$ cat src/rtl/bram_port_client.sv
// Request/response front end for one port of a byte-write, read-first BRAM with registered output.
// Optional macro BRAM_PORT_WRITE_RESP_EN: writes also return a read-first response.
module bram_port_client #(
  parameter int NB_COL    = 4,
  parameter int COL_WIDTH = 8,
  parameter int ADDR_W    = 10,
  parameter int RSP_DEPTH = 4
) (
  input  logic                        clka,
  input  logic                        rsta_n,
  input  logic                        req_valid,
  output logic                        req_ready,
  input  logic [ADDR_W-1:0]           req_addr,
  input  logic [NB_COL-1:0]           req_we,
  input  logic [NB_COL*COL_WIDTH-1:0] req_wdata,
  output logic                        rsp_valid,
  input  logic                        rsp_ready,
  output logic [NB_COL*COL_WIDTH-1:0] rsp_rdata,
  output logic                        ram_en,
  output logic [NB_COL-1:0]           ram_we,
  output logic [ADDR_W-1:0]           ram_addr,
  output logic [NB_COL*COL_WIDTH-1:0] ram_din,
  output logic                        ram_regce,
  output logic                        ram_rst,
  input  logic [NB_COL*COL_WIDTH-1:0] ram_dout
);

  localparam int DW    = NB_COL * COL_WIDTH;
  localparam int CNT_W = $clog2(RSP_DEPTH + 1);
  localparam int PTR_W = $clog2(RSP_DEPTH);
  localparam logic [CNT_W:0]   DEPTH_C  = (CNT_W + 1)'(RSP_DEPTH);
  localparam logic [PTR_W-1:0] LAST_PTR = PTR_W'(RSP_DEPTH - 1);

  logic              v1_q, v1_d;
  logic              v2_q, v2_d;
  logic [CNT_W-1:0]  cnt_q, cnt_d;
  logic [PTR_W-1:0]  wr_q, wr_d;
  logic [PTR_W-1:0]  rd_q, rd_d;
  logic [DW-1:0]     buf_q [RSP_DEPTH];

  logic              accept;
  logic              need_rsp;
  logic              credit_ok;
  logic              buf_empty;
  logic              push;
  logic              pop;
  logic [CNT_W:0]    inflight;

  function automatic logic [PTR_W-1:0] next_ptr(input logic [PTR_W-1:0] p);
    next_ptr = (p == LAST_PTR) ? '0 : p + PTR_W'(1);
  endfunction

  // Credits cover every response that may still land: both pipeline bits plus buffered entries.
  always_comb begin
    inflight  = {{CNT_W{1'b0}}, v1_q} + {{CNT_W{1'b0}}, v2_q} + {1'b0, cnt_q};
    credit_ok = (inflight < DEPTH_C);
    req_ready = credit_ok | ~rsta_n;
    accept    = req_valid & req_ready & rsta_n;
  end

  always_comb begin
`ifdef BRAM_PORT_WRITE_RESP_EN
    need_rsp = accept;
`else
    need_rsp = accept & ~(|req_we);
`endif
  end

  always_comb begin
    ram_en    = accept;
    ram_we    = req_we & {NB_COL{accept}};
    ram_addr  = req_addr;
    ram_din   = req_wdata;
    ram_regce = v1_q & rsta_n;
    ram_rst   = ~rsta_n;
  end

  // The buffer head always wins so responses leave in request order.
  always_comb begin
    buf_empty = (cnt_q == '0);
    rsp_valid = rsta_n & (~buf_empty | v2_q);
    rsp_rdata = '0;
    if (rsta_n) begin
      if (!buf_empty) begin
        rsp_rdata = buf_q[rd_q];
      end else if (v2_q) begin
        rsp_rdata = ram_dout;
      end
    end
    pop  = rsta_n & ~buf_empty & rsp_ready;
    push = rsta_n & v2_q & (~buf_empty | ~rsp_ready);
  end

  always_comb begin
    v1_d  = need_rsp;
    v2_d  = v1_q;
    cnt_d = cnt_q;
    wr_d  = wr_q;
    rd_d  = rd_q;
    if (push) begin
      wr_d = next_ptr(wr_q);
    end
    if (pop) begin
      rd_d = next_ptr(rd_q);
    end
    case ({push, pop})
      2'b10:   cnt_d = cnt_q + CNT_W'(1);
      2'b01:   cnt_d = cnt_q - CNT_W'(1);
      default: cnt_d = cnt_q;
    endcase
  end

  always_ff @(posedge clka) begin
    if (!rsta_n) begin
      v1_q  <= 1'b0;
      v2_q  <= 1'b0;
      cnt_q <= '0;
      wr_q  <= '0;
      rd_q  <= '0;
    end else begin
      v1_q  <= v1_d;
      v2_q  <= v2_d;
      cnt_q <= cnt_d;
      wr_q  <= wr_d;
      rd_q  <= rd_d;
    end
  end

  always_ff @(posedge clka) begin
    if (push) begin
      buf_q[wr_q] <= ram_dout;
    end
  end

endmodule

$ cat config.mk
export PLATFORM = sky130hd
export DESIGN_NAME = bram_port_client
export DESIGN_NICKNAME = d
export VERILOG_FILES = /design/src/rtl/bram_port_client.sv
export SDC_FILE = /design/constraint.sdc
export NUM_CORES = 1
export LEC_CHECK = 0
export CAP_MARGIN = 0
export CORE_MARGIN = 3
export CORE_UTILIZATION = 31
export DETAILED_ROUTE_END_ITERATION = 7
export GPL_TIMING_DRIVEN = 0
export HOLD_SLACK_MARGIN = 0.06
export PLACE_DENSITY = 0.68
export RECOVER_POWER = 50
export SLEW_MARGIN = 15
export SYNTH_ARGS = -nofsm -noshare
export SYNTH_HDL_FRONTEND = slang
export SYNTH_SLANG_ARGS = --single-unit
$ cat constraint.sdc
create_clock -name clka -period 2 [get_ports clka]
set_input_delay 0.2 -clock clka [delete_from_list [all_inputs] [get_ports clka]]
set_output_delay 0.2 -clock clka [all_outputs]
set_load 0.01 [all_outputs]
==> flow_summary.json <==
{
  "grt_pass1_wl_mm": 20.04,
  "pin_count": 165,
  "period_minus_slack_ps": 2163,
  "cts_buffer_depth": 2,
  "startpoint_type": "flop",
  "violations": "setup timing",
  "synth_cell_type_count": 29,
  "p_leak_nw": 2.922,
  "die_x_um": 144.1,
  "core_area_um2": 18330,
  "crit_fanout": 6,
  "whs_ps": 491.3,
  "crit_type": "flop to output port",
  "post-route-util_pct": 44.43,
  "fin_ws_ps": -162.7,
  "htreeDepth": 4,
  "cts-buffers-inserted": 17,
  "dp_slack_ps": -771.8,
  "rows": 49,
  "finClkSkew_ps": 11.12,
  "die_h_um": 144.1,
  "grt_max_degree": 33,
  "nets": 572,
  "yosysWarnings": 0,
  "worstSetupEndpointType": "output port",
  "syn_inst": 322,
  "ys_seq_area_share_pct": 68.71,
  "clock-sinks": 139,
  "diodes": 0,
  "synth.avg_cell_area_um2": 18.37,
  "cap_violations": 0,
  "drcViolationCount": 0,
  "synth-seq-cells": 139,
  "max_freq_ghz": 0.4624,
  "run_status": "finished with violations",
  "fillers": 1634,
  "vdd_ir_drop_max_uv": 610.8,
  "hpwl_mm": 8.256,
  "drive_above_1_share_pct": 39.60,
  "drtPass1Iterations": 4,
  "slew_headroom_pct": 63.27,
  "synth_area_um2": 5914,
  "path_clk_slew_ps": 50,
  "setup_viol": 162,
  "track_usage_pct": 13.01,
  "routed-via-count": 3438,
  "placedCellCount": 673,
  "grt_antenna_before_repair": 0,
  "ant_nets": 0,
  "start_util_pct": 32.26,
  "port_buffers": 122,
  "final_cells": 724,
  "hp-class": "input port to flop",
  "tightest_slew_ps": 551.0,
  "clock_latency_ps": 420,
  "fin_crit_sh_pct": 108.1,
  "rsz0062_at_grt": "yes",
  "synth_nets": 412,
  "fin_setup_tns_ps": -8130,
  "place.gp.congestion": 0.6969,
  "synth_edf_count": 128,
  "vias_per_cell": 4.749,
  "hold_viol_final": 0,
  "grt_pass1_vias": 3780,
  "cts_tree": "yes",
  "critPathArrivalTime_ps": 1960,
  "finalMaxSlewViolations": 0,
  "power_density_nw_per_um2": 779.2,
  "routedWlPerCell_um": 18.22,
  "clockRootBuffer": "clkbuf_16",
  "wl_mm": 13.19,
  "area_growth_pct": 37.72,
  "required_ps": 1800,
  "synth-main-ff-cell": "edfxtp_1",
  "cts_hold_buf": 0,
  "drtIter0Drc": 130,
  "dieArea_um2": 20770,
  "grt.overflow.total": 0,
  "async_reset_ff_share_pct": 0
}
## power breakdown
group | switching [mW] | internal (mW)
combinational | 0.115 | 0.192
sequential | 0.000873 | 3.17
clock | 1.17 | 1.70
total | 1.29 | 5.06
## logic make-up after synthesis
logic type      count (synthesis)  synth area share (%)
fa+ha+maj                       8                 1.819
compound gates                 43                 5.839
simple gates                   29                 2.666
flops                         139                 68.71
buf+inv                        67                 8.018
mux                            34                 12.65
xor+xnor                        2                0.2962
## sequential cells by signal, indices dropped and copies added (netlist names), named ones only
| signal | flops |
|---|---|
| cnt_q | 3 |
| wr_q | 2 |
| rd_q | 2 |
| v1_q | 1 |
| buf_q | 128 |
| v2_q | 1 |
## synth_stat cells, types with 3 or more instances
master	n	area [µm²]
buf_4	42	315.3
buf_12	3	60.06
inv_1	9	33.78
mux4_2	30	675.7
clkbuf_1	3	11.26
nor2_1	4	15.01
ha_1	7	87.58
nand2_1	6	22.52
edfxtp_1	128	3844
buf_2	7	35.03
and2_1	12	75.07
a22o_1	32	280.3
dfxtp_1	11	220.2
a21oi_1	4	20.02
o21ai_0	5	25.02
## area by class of cell
cell class | count | area [µm²] | area share [%]
repair buffers | 142 | 1280 | 15.71
inverters | 9 | 33.78 | 0.4147
clock buffers | 17 | 425.4 | 5.223
flip-flops and latches | 139 | 4074 | 50.02
plain buffers | 57 | 475.5 | 5.837
multi-input cells | 116 | 1450 | 17.80
clock inverters | 15 | 120.1 | 1.475
well taps | 229 | 286.5 | 3.518
## timing repair
| item | in CTS | in global routing |
|---|---|---|
| hold endpoints to repair | 0 | 0 |
| cloned | 1 | 0 |
| pin swaps | 9 | 11 |
| gates resized for setup | 207 | 10 |
| buffers inserted | 19 | 1 |
| endpoints found under the setup margin | 169 | 39 |
## worst paths after layout
kind,cells past startpoint,slack (ps),to,start
hold / removal,3,490,v1_q,req_we[1]
hold reg to reg,2,510,wr_q[1],wr_q[1]
setup reg to reg,10,-20,cnt_q[2],cnt_q[0]
setup / recovery,6,-160,rsp_rdata[22],flop
## cell usage in the layout, fill, tap and decap left out, types with 2 or more instances in the layout
cell,netlist,routed
dfxtp_2,0,2
buf_4,42,54
clkinv_2,0,5
buf_8,0,6
o21ai_0,5,4
dlygate4sd3_1,0,59
and2_1,12,4
nand3_1,2,2
inv_1,9,8
xor2_1,2,2
and2_4,0,8
clkbuf_16,0,17
a22o_1,32,32
buf_2,7,33
edfxtp_1,128,128
a21oi_4,0,2
clkinvlp_4,0,3
inv_6,0,4
nor2_1,4,4
clkdlybuf4s50_1,0,24
mux2i_1,2,2
nand2_1,6,6
buf_12,3,3
ha_1,7,5
mux4_2,30,32
clkinv_1,0,2
dfxtp_1,11,7
dfxtp_4,0,2
buf_6,1,13
ha_4,0,2
clkbuf_4,0,3
## per-stage QoR
step,cell area [µm²],power [mW]
3_5_place_dp,7430,3.559
3_3_place_gp,7430,3.550
2_1_floorplan,5922,3.341
5_1_grt,8145,6.559
4_1_cts,8149,6.461
6_report,8145,6.347
## per-layer routing
metal  GRT usage (%)  up-vias  wire length [µm]
li1                -     1564                 -
met1           15.58     1723              5343
met2           22.12      140              6866
met3           4.861       11               870
met4           3.568        0               110
met5               0        -                 0
## worst max-delay path: stages, from the launching register on
cell and delay (ps):
dfxtp_2 330, buf_8 140, buf_12 130, buf_8 110
mux4_2 510, a22o_1 200, buf_2 140
Note: power is estimated with default switching activity, not from simulation.
